`config.mk`:
```
export PLATFORM = sky130hd
export DESIGN_NAME = sar_search
export DESIGN_NICKNAME = d
export VERILOG_FILES = /design/src/rtl/sar_search.sv
export SDC_FILE = /design/constraint.sdc
export NUM_CORES = 1
export LEC_CHECK = 0
export ABC_CLOCK_PERIOD_IN_PS = 2250
export CAP_MARGIN = 40
export CELL_PAD_IN_SITES_DETAIL_PLACEMENT = 1
export CELL_PAD_IN_SITES_GLOBAL_PLACEMENT = 1
export CORE_ASPECT_RATIO = 1.4
export CORE_MARGIN = 10
export CORE_UTILIZATION = 40
export DETAILED_ROUTE_END_ITERATION = 12
export GPL_TIMING_DRIVEN = 1
export PLACE_DENSITY_LB_ADDON = 0.1
export RECOVER_POWER = 100
export SETUP_SLACK_MARGIN = 0.5
export SLEW_MARGIN = 20
export SYNTH_ARGS = -nofsm -noshare
export SYNTH_HDL_FRONTEND = slang
export SYNTH_SLANG_ARGS = --single-unit
```
`constraint.sdc`:
```
create_clock -name clk -period 2.25 [get_ports clk]
set_input_delay 0.3375 -clock clk [delete_from_list [all_inputs] [get_ports clk]]
set_output_delay 0.3375 -clock clk [all_outputs]
set_load 0.1 [all_outputs]
```
`src/rtl/sar_search.sv`:
```
// sar_search: successive-approximation controller. It drives a trial code into an
// external magnitude comparator and uses the comparator flags to settle on the
// code that matches the target, one bit per step, starting from the MSB.
module sar_search #(
    parameter int N          = 8,
    parameter int SETTLE     = 2,
    parameter bit EARLY_EXIT = 1'b0
) (
    input  logic         clk,
    input  logic         reset_p,
    input  logic         start,
    input  logic         cmp_equal,
    input  logic         cmp_greater,
    input  logic         cmp_less,
    output logic [N-1:0] trial,
    output logic [N-1:0] result,
    output logic         busy,
    output logic         done
);

    localparam int IW = $clog2(N);
    localparam int SW = (SETTLE > 0) ? $clog2(SETTLE + 1) : 1;
    localparam logic [SW-1:0] SETTLE_V = SW'(SETTLE);
    localparam logic [IW-1:0] MSB_IDX  = IW'(N - 1);

    typedef enum logic [1:0] {
        IDLE,
        HOLD,
        DONE
    } state_t;

    state_t        state, state_n;
    logic [N-1:0]  acc, acc_n;
    logic [IW-1:0] idx, idx_n;
    logic [SW-1:0] cnt, cnt_n;
    logic [N-1:0]  trial_n, result_n;
    logic          busy_n, done_n;
    logic [N-1:0]  cur;
    logic          keep;

    // Only greater/equal decide a bit; cmp_less carries no extra information.
    logic unused_flags;
    assign unused_flags = cmp_less;

    // State and datapath registers; reset abandons any search and clears the result.
    always_ff @(posedge clk) begin
        if (reset_p) begin
            state  <= IDLE;
            acc    <= '0;
            idx    <= '0;
            cnt    <= '0;
            trial  <= '0;
            result <= '0;
            busy   <= 1'b0;
            done   <= 1'b0;
        end else begin
            state  <= state_n;
            acc    <= acc_n;
            idx    <= idx_n;
            cnt    <= cnt_n;
            trial  <= trial_n;
            result <= result_n;
            busy   <= busy_n;
            done   <= done_n;
        end
    end

    // Next-state and next-output logic; outputs are registered, so values set here
    // appear in the cycle that follows the deciding edge.
    always_comb begin
        state_n  = state;
        acc_n    = acc;
        idx_n    = idx;
        cnt_n    = cnt;
        trial_n  = trial;
        result_n = result;
        busy_n   = busy;
        done_n   = 1'b0;

        keep     = cmp_greater | cmp_equal;
        cur      = acc;
        cur[idx] = keep;

        unique case (state)
            IDLE: begin
                busy_n = 1'b0;
                if (start) begin
                    state_n          = HOLD;
                    idx_n            = MSB_IDX;
                    acc_n            = '0;
                    cnt_n            = '0;
                    trial_n          = '0;
                    trial_n[N-1]     = 1'b1;
                    busy_n           = 1'b1;
                end
            end

            HOLD: begin
                if (cnt == SETTLE_V) begin
                    acc_n = cur;
                    if (idx == '0 || (EARLY_EXIT && cmp_equal)) begin
                        // On an early exit cur equals the current trial (bit kept).
                        result_n = cur;
                        trial_n  = cur;
                        state_n  = DONE;
                        busy_n   = 1'b0;
                        done_n   = 1'b1;
                    end else begin
                        idx_n                  = idx - IW'(1);
                        trial_n                = cur;
                        trial_n[idx - IW'(1)]  = 1'b1;
                        cnt_n                  = '0;
                    end
                end else begin
                    cnt_n = cnt + SW'(1);
                end
            end

            DONE: begin
                // A start seen here is dropped; the next IDLE cycle may accept one.
                state_n = IDLE;
                busy_n  = 1'b0;
            end

            default: begin
                state_n = IDLE;
            end
        endcase
    end

endmodule

```
# [After elaboration in Yosys (flattened, before gate mapping)]
# Index checks and enable logic that the tools add are counted.
[word_totals] input_bits=6 regBits=33 elab_cells=68 out_inout_bits=18
[op_classes] reduce_logical=13 order_cmp=4 eq_ne=8 mux=29 addsub=2 bitwise_logic=4
[op_table] operator="$mux W8" n=5
[op_table] operator="$pmux W8 S2" n=2
[op_table] operator="$reduce_and A3 Y1" n=5
[op_table] operator="$mux W2" n=6
[op_table] operator="$mux W3" n=3
[op_table] operator="$bwmux W8" n=1
[op_table] operator="$lt A3 B4 Y1 const B" n=2
[op_table] operator="$ne A2 B2 Y1 const B" n=4
[op_table] operator="$or A8 B8 Y8" n=1
[op_table] operator="$pmux W2 S2" n=2
[op_table] operator="$demux W1 S3" n=2
[op_table] operator="$ge A3 B1 Y1 const B" n=2
[op_table] operator="$mux W1" n=6
[op_table] operator="$pmux W3 S2" n=1
[op_table] operator="$eq A2 B2 Y1 const B" n=2
[op_table] operator="$reduce_and A4 Y1" n=1
[op_table] operator="$logic_not A3 Y1" n=1
[op_table] operator="$ne A3 B3 Y1 const B" n=1
[op_table] operator="$pmux W1 S3" n=1
[op_table] operator="$reduce_bool A3 Y1" n=1
[op_table] operator="$reduce_or A3 Y1" n=1
[op_table] operator="$sub A3 B1 Y3 const B" n=1
[op_table] operator="$add A2 B1 Y2 const B" n=1
[op_table] operator="$eq A2 B1 Y1 const B" n=1
[op_table] operator="other kinds (5)" n=7

# [Longest topological paths before layout]
[logic_depth] word_depth=9 mapped_depth=8 ltp_nobuf=6

# [Worst setup path after synthesis]
# OpenSTA, ideal clock, no wires.
[synth_path] path_kind="reg-to-reg" start="reg idx[0]" end="reg trial[7]" setup_ps=119 stages_incl_launch_ff=8 slack_ps=644 t_arrival_ps=1486 t_required_ps=2131 n_path_buf=1 period_less_slack_ps=1606 path_cell_list="dfxtp_1 buf_6 inv_1 ha_1 nor3b_1 a21oi_1 o21ai_0 o221a_2"
[synth_via] elab_chain_cells=9 elab_cells_between_ends=17 classes_between="add/sub: 1; order compare: 4; mux: 8; bitwise: 1; reduce/logical: 3"
[synth_rtl] element="start, declared" line="34" rtl="logic [IW-1:0] idx, idx_n;"
[synth_rtl] element="start signal, assigned" line="59" rtl="idx <= idx_n;"
[synth_rtl] element="$sub A3 B1 Y3 (tied with other cells)" line="111" rtl="trial_n[idx - IW'(1)] = 1'b1;"
[synth_rtl] element="$lt A3 B4 Y1 (not written as such) (tied with other cells)" line="111"
[synth_rtl] element="$logic_and A1 B1 Y1 (not written as such) / $mux W1 (equally long branches)" line="111, 82"
[synth_rtl] element="$mux W1 (not written as such) / $demux W1 S3 (equally long branches)" line="111, 82"
[synth_rtl] element="$demux W1 S3 / $bwmux W8 (equally long branches)" line="111, 82"
[synth_rtl] element="$or A8 B8 Y8 (no source line)"
[synth_rtl] element="$mux W8 (*)" line="101" rtl="if (idx == '0 || (EARLY_EXIT && cmp_equal)) begin"
[synth_rtl] element="$mux W8 (*)" line="99" rtl="if (cnt == SETTLE_V) begin"
[synth_rtl] element="$pmux W8 S2 (*)" line="84" rtl="unique case (state)"
[synth_rtl] element="end signal, assigned" line="61" rtl="trial <= trial_n;"
[synth_rtl] element="end, declared" line="15" rtl="output logic [N-1:0] trial,"
# Mark *: on every way between the ends. The rest lies on a longest branch, timed or not. The select of a mux whose other input is x is not followed.
# A chain may end at the register's enable or synchronous reset.

# [Final worst setup path]
[layout_path] start="reg result[2]" end="out result[2]"
[layout_lines] element="start, declared" line="16" rtl="output logic [N-1:0] result,"
[layout_lines] element="start signal, assigned" line="62" rtl="result <= result_n;"
# No word-level cell between the ends.

==> flow_metrics.tcl <==
set metrics [dict create \
    endpoint_kind "primary output" \
    path_buf_inv 1 \
    ys_types 33 \
    ant_nets 0 \
    grt_pass1_vias 1437 \
    setup_viol 0 \
    max_stage_delay_ns 0.89 \
    post-cts-setup-buffers 0 \
    final_cell_area_um2 1910 \
    ys_ff_latch 33 \
    cp.depth 1 \
    path_delay_family "buffers and inverters" \
    rows 27 \
    grt_max_degree 22 \
    place_area_um2 1850 \
    die_height_um 95.5 \
    synth_seq_area_share 0.406 \
    drtIter0Drc 62 \
    slew_headroom 0.207 \
    synth-async-reset-ratio 0 \
    powerDensity_nw_per_um2 810 \
    finalCriticalPeriod_ns 1.86 \
    syn_area_um2 1630 \
    avgSynthCellArea_um2 9.15 \
    path_max_fanout 2 \
    grt_usage 0.123 \
    rrSetupSlack_ns 0.46 \
    p_leak_nw 0.742 \
    p_clk_frac 0.300 \
    fin_tns_setup_ns 0 \
    p_int_mw 1.02 \
    cts_root_buf "clkbuf_8" \
    max_cap_violations 0 \
    htree_levels 2 \
    cts-buffers-inserted 5 \
    place.gp.congestion 0.749 \
    drcViolationCount 0 \
    drive_above_1_share 0.167 \
    dieArea_um2 7060 \
    postSynthCellCount 178 \
    finalCritPeriodShare 0.828 \
    synth_flop_cell "dfxtp_1" \
    worstMarginPinSlew_ns 1.19 \
    fp.coreArea_um2 3920 \
    irDropWorstVdd_uv 517 \
    finalClockSkew_ns 0.00629 \
    initial_core_util 0.415 \
    hp-class "register to register" \
    num_io_pins 24 \
    antenna_found_initial 0 \
    worst_setup_path_start_kind "register" \
    status "finished, final reports clean" \
    routed_wl_um 3940 \
    vias_per_cell 5.53 \
    nets 215 \
    fp.dieW_um 73.9 \
    final-max-slew-violation-count 0 \
    fmax_ghz 0.537 \
    crit_chain "clkbuf_1" \
    clk_pin_slew_ns 0.07 \
    port_buffers 22 \
    final_common_cell "dfxtp_1" \
    ys.warnings.count 0 \
    drt-wirelength-per-cell_um 16.0 \
    p_sw_frac 0.341 \
    grt-ovfl-total 0 \
    dr.pass1.iters 3 \
    holdBufCountCts 0 \
    synth_nets 190 \
    grt_pass1_wl_um 6920 \
    combPwrFrac 0.282 \
    cts_tree "yes" \
    rsz0062_at_grt "true" \
    r2r_cells 6 \
    cts_buffer_depth 2 \
    synth-edff-count 0 \
    insertion_delay_ns 0.29 \
    r2r-start "idx[1]$_SDFFE_PP0P_" \
    dp_hpwl_um 3140 \
    cpMaxStageDelayCell "clkbuf_1" \
    p_seq_frac 0.418 \
    syn2layout_area_growth_pct 17.2 \
    layout_common_cells "dfxtp_1 (31), clkbuf_1 (19), nor2_1 (15), a21oi_1 (15), o21ai_0 (12)" \
    startpoint "result[2]$_SDFFE_PP0P_" \
    timing.rr.end "trial[7]$_SDFFE_PP0P_" \
    hold_viol 0 \
    required_ns 1.91 \
    vias 1361 \
    numClockSinks 33 \
    switching_power_mw 0.526 \
    critPathKind "register to primary output" \
    endpoint "result[2]" \
    antennaDiodeCount 0 \
    arrival_ns 1.52 \
]
-- sequential cells by signal (all words and copies together) (netlist names) --
name / cells
idx: 3
trial: 8
state: 2
result: 8
cnt: 2
acc: 8
done: 1
busy: 1
-- Yosys cell counts, types with 4 or more instances --
| library cell | count | area, µm² |
|---|---|---|
| dfxtp_1 | 33 | 661 |
| a21oi_1 | 17 | 85.1 |
| nor2_1 | 15 | 56.3 |
| o21ai_0 | 12 | 60.1 |
| nand2_1 | 11 | 41.3 |
| a22oi_1 | 8 | 60.1 |
| a22o_1 | 7 | 61.3 |
| inv_1 | 7 | 26.3 |
| o21bai_1 | 7 | 52.6 |
| ha_1 | 6 | 75.1 |
| nor3_1 | 6 | 30.0 |
| clkbuf_1 | 5 | 18.8 |
| mux2_2 | 5 | 56.3 |
| mux2i_1 | 4 | 40.0 |
| nor3b_1 | 4 | 30.0 |
-- final cells by class --
cell class              count  area (µm²)
clock buffers               6        82.6
clock inverters             1        7.51
fillers                   482        2010
inverters                   7        26.3
multi-input cells         127         918
flip-flops and latches     33         663
well taps                  43        53.8
repair buffers             29         156
-- power groups by stage --
stage	Sequential (mW)	Combinational (mW)	Clock (mW)
after floorplan	0.676	0.310	0
after global placement	0.654	0.408	0
after detailed placement	0.656	0.425	0
after CTS	0.644	0.432	0.477
after global routing	0.652	0.490	0.511
final	0.646	0.436	0.463
-- metrics by stage --
step / power [mW] / cells / util / setup WS, ns / hold WS, ns
floorplan: 0.986 / 178 / - / 0.644 / 0.466
global placement: 1.06 / 239 / 0.471 / 0.364 / 0.463
detailed placement: 1.08 / 239 / 0.471 / 0.300 / 0.476
CTS: 1.55 / 246 / 0.496 / 0.476 / 0.489
global route: 1.65 / 246 / 0.487 / 0.253 / 0.513
finish: 1.55 / 246 / 0.487 / 0.388 / 0.478
-- logic make-up after synthesis --
group                    after synthesis  synth area share
buffers and inverters                 18            0.0546
multiplexers                          12            0.0869
flip-flops                            33             0.406
AND/OR/NAND/NOR                       54             0.189
adder cells (fa/ha/maj)                6            0.0461
AO/OA/AOI/OAI                         55             0.218
-- metal layers --
| metal | up-vias | global-route usage | wire length (µm) |
|---|---|---|---|
| met1 | 651 | 0.130 | 1670 |
| met2 | 24 | 0.207 | 1960 |
| met5 | - | 0 | 0 |
| met4 | 0 | 0.0514 | 82 |
| li1 | 676 | - | - |
| met3 | 10 | 0.0551 | 230 |
-- worst min-delay path by stage --
stage	startpoint	endpoint	slack [ns]	cells past startpoint
after floorplan	acc[3]$_SDFFE_PP0P_	acc[3]$_SDFFE_PP0P_	0.47	2
after global placement	trial[4]$_SDFFE_PP0P_	trial[4]$_SDFFE_PP0P_	0.46	1
after detailed placement	trial[4]$_SDFFE_PP0P_	trial[4]$_SDFFE_PP0P_	0.48	1
after CTS	result[6]$_SDFFE_PP0P_	result[6]$_SDFFE_PP0P_	0.49	2
after global routing	result[2]$_SDFFE_PP0P_	result[2]$_SDFFE_PP0P_	0.51	2
final	trial[4]$_SDFFE_PP0P_	trial[4]$_SDFFE_PP0P_	0.48	1
-- what timing repair did --
action,in CTS,in global routing
setup endpoints to repair,11,20
gates resized for setup,4,10
pin swaps,0,0
Note: power is estimated with default switching activity, not from simulation.
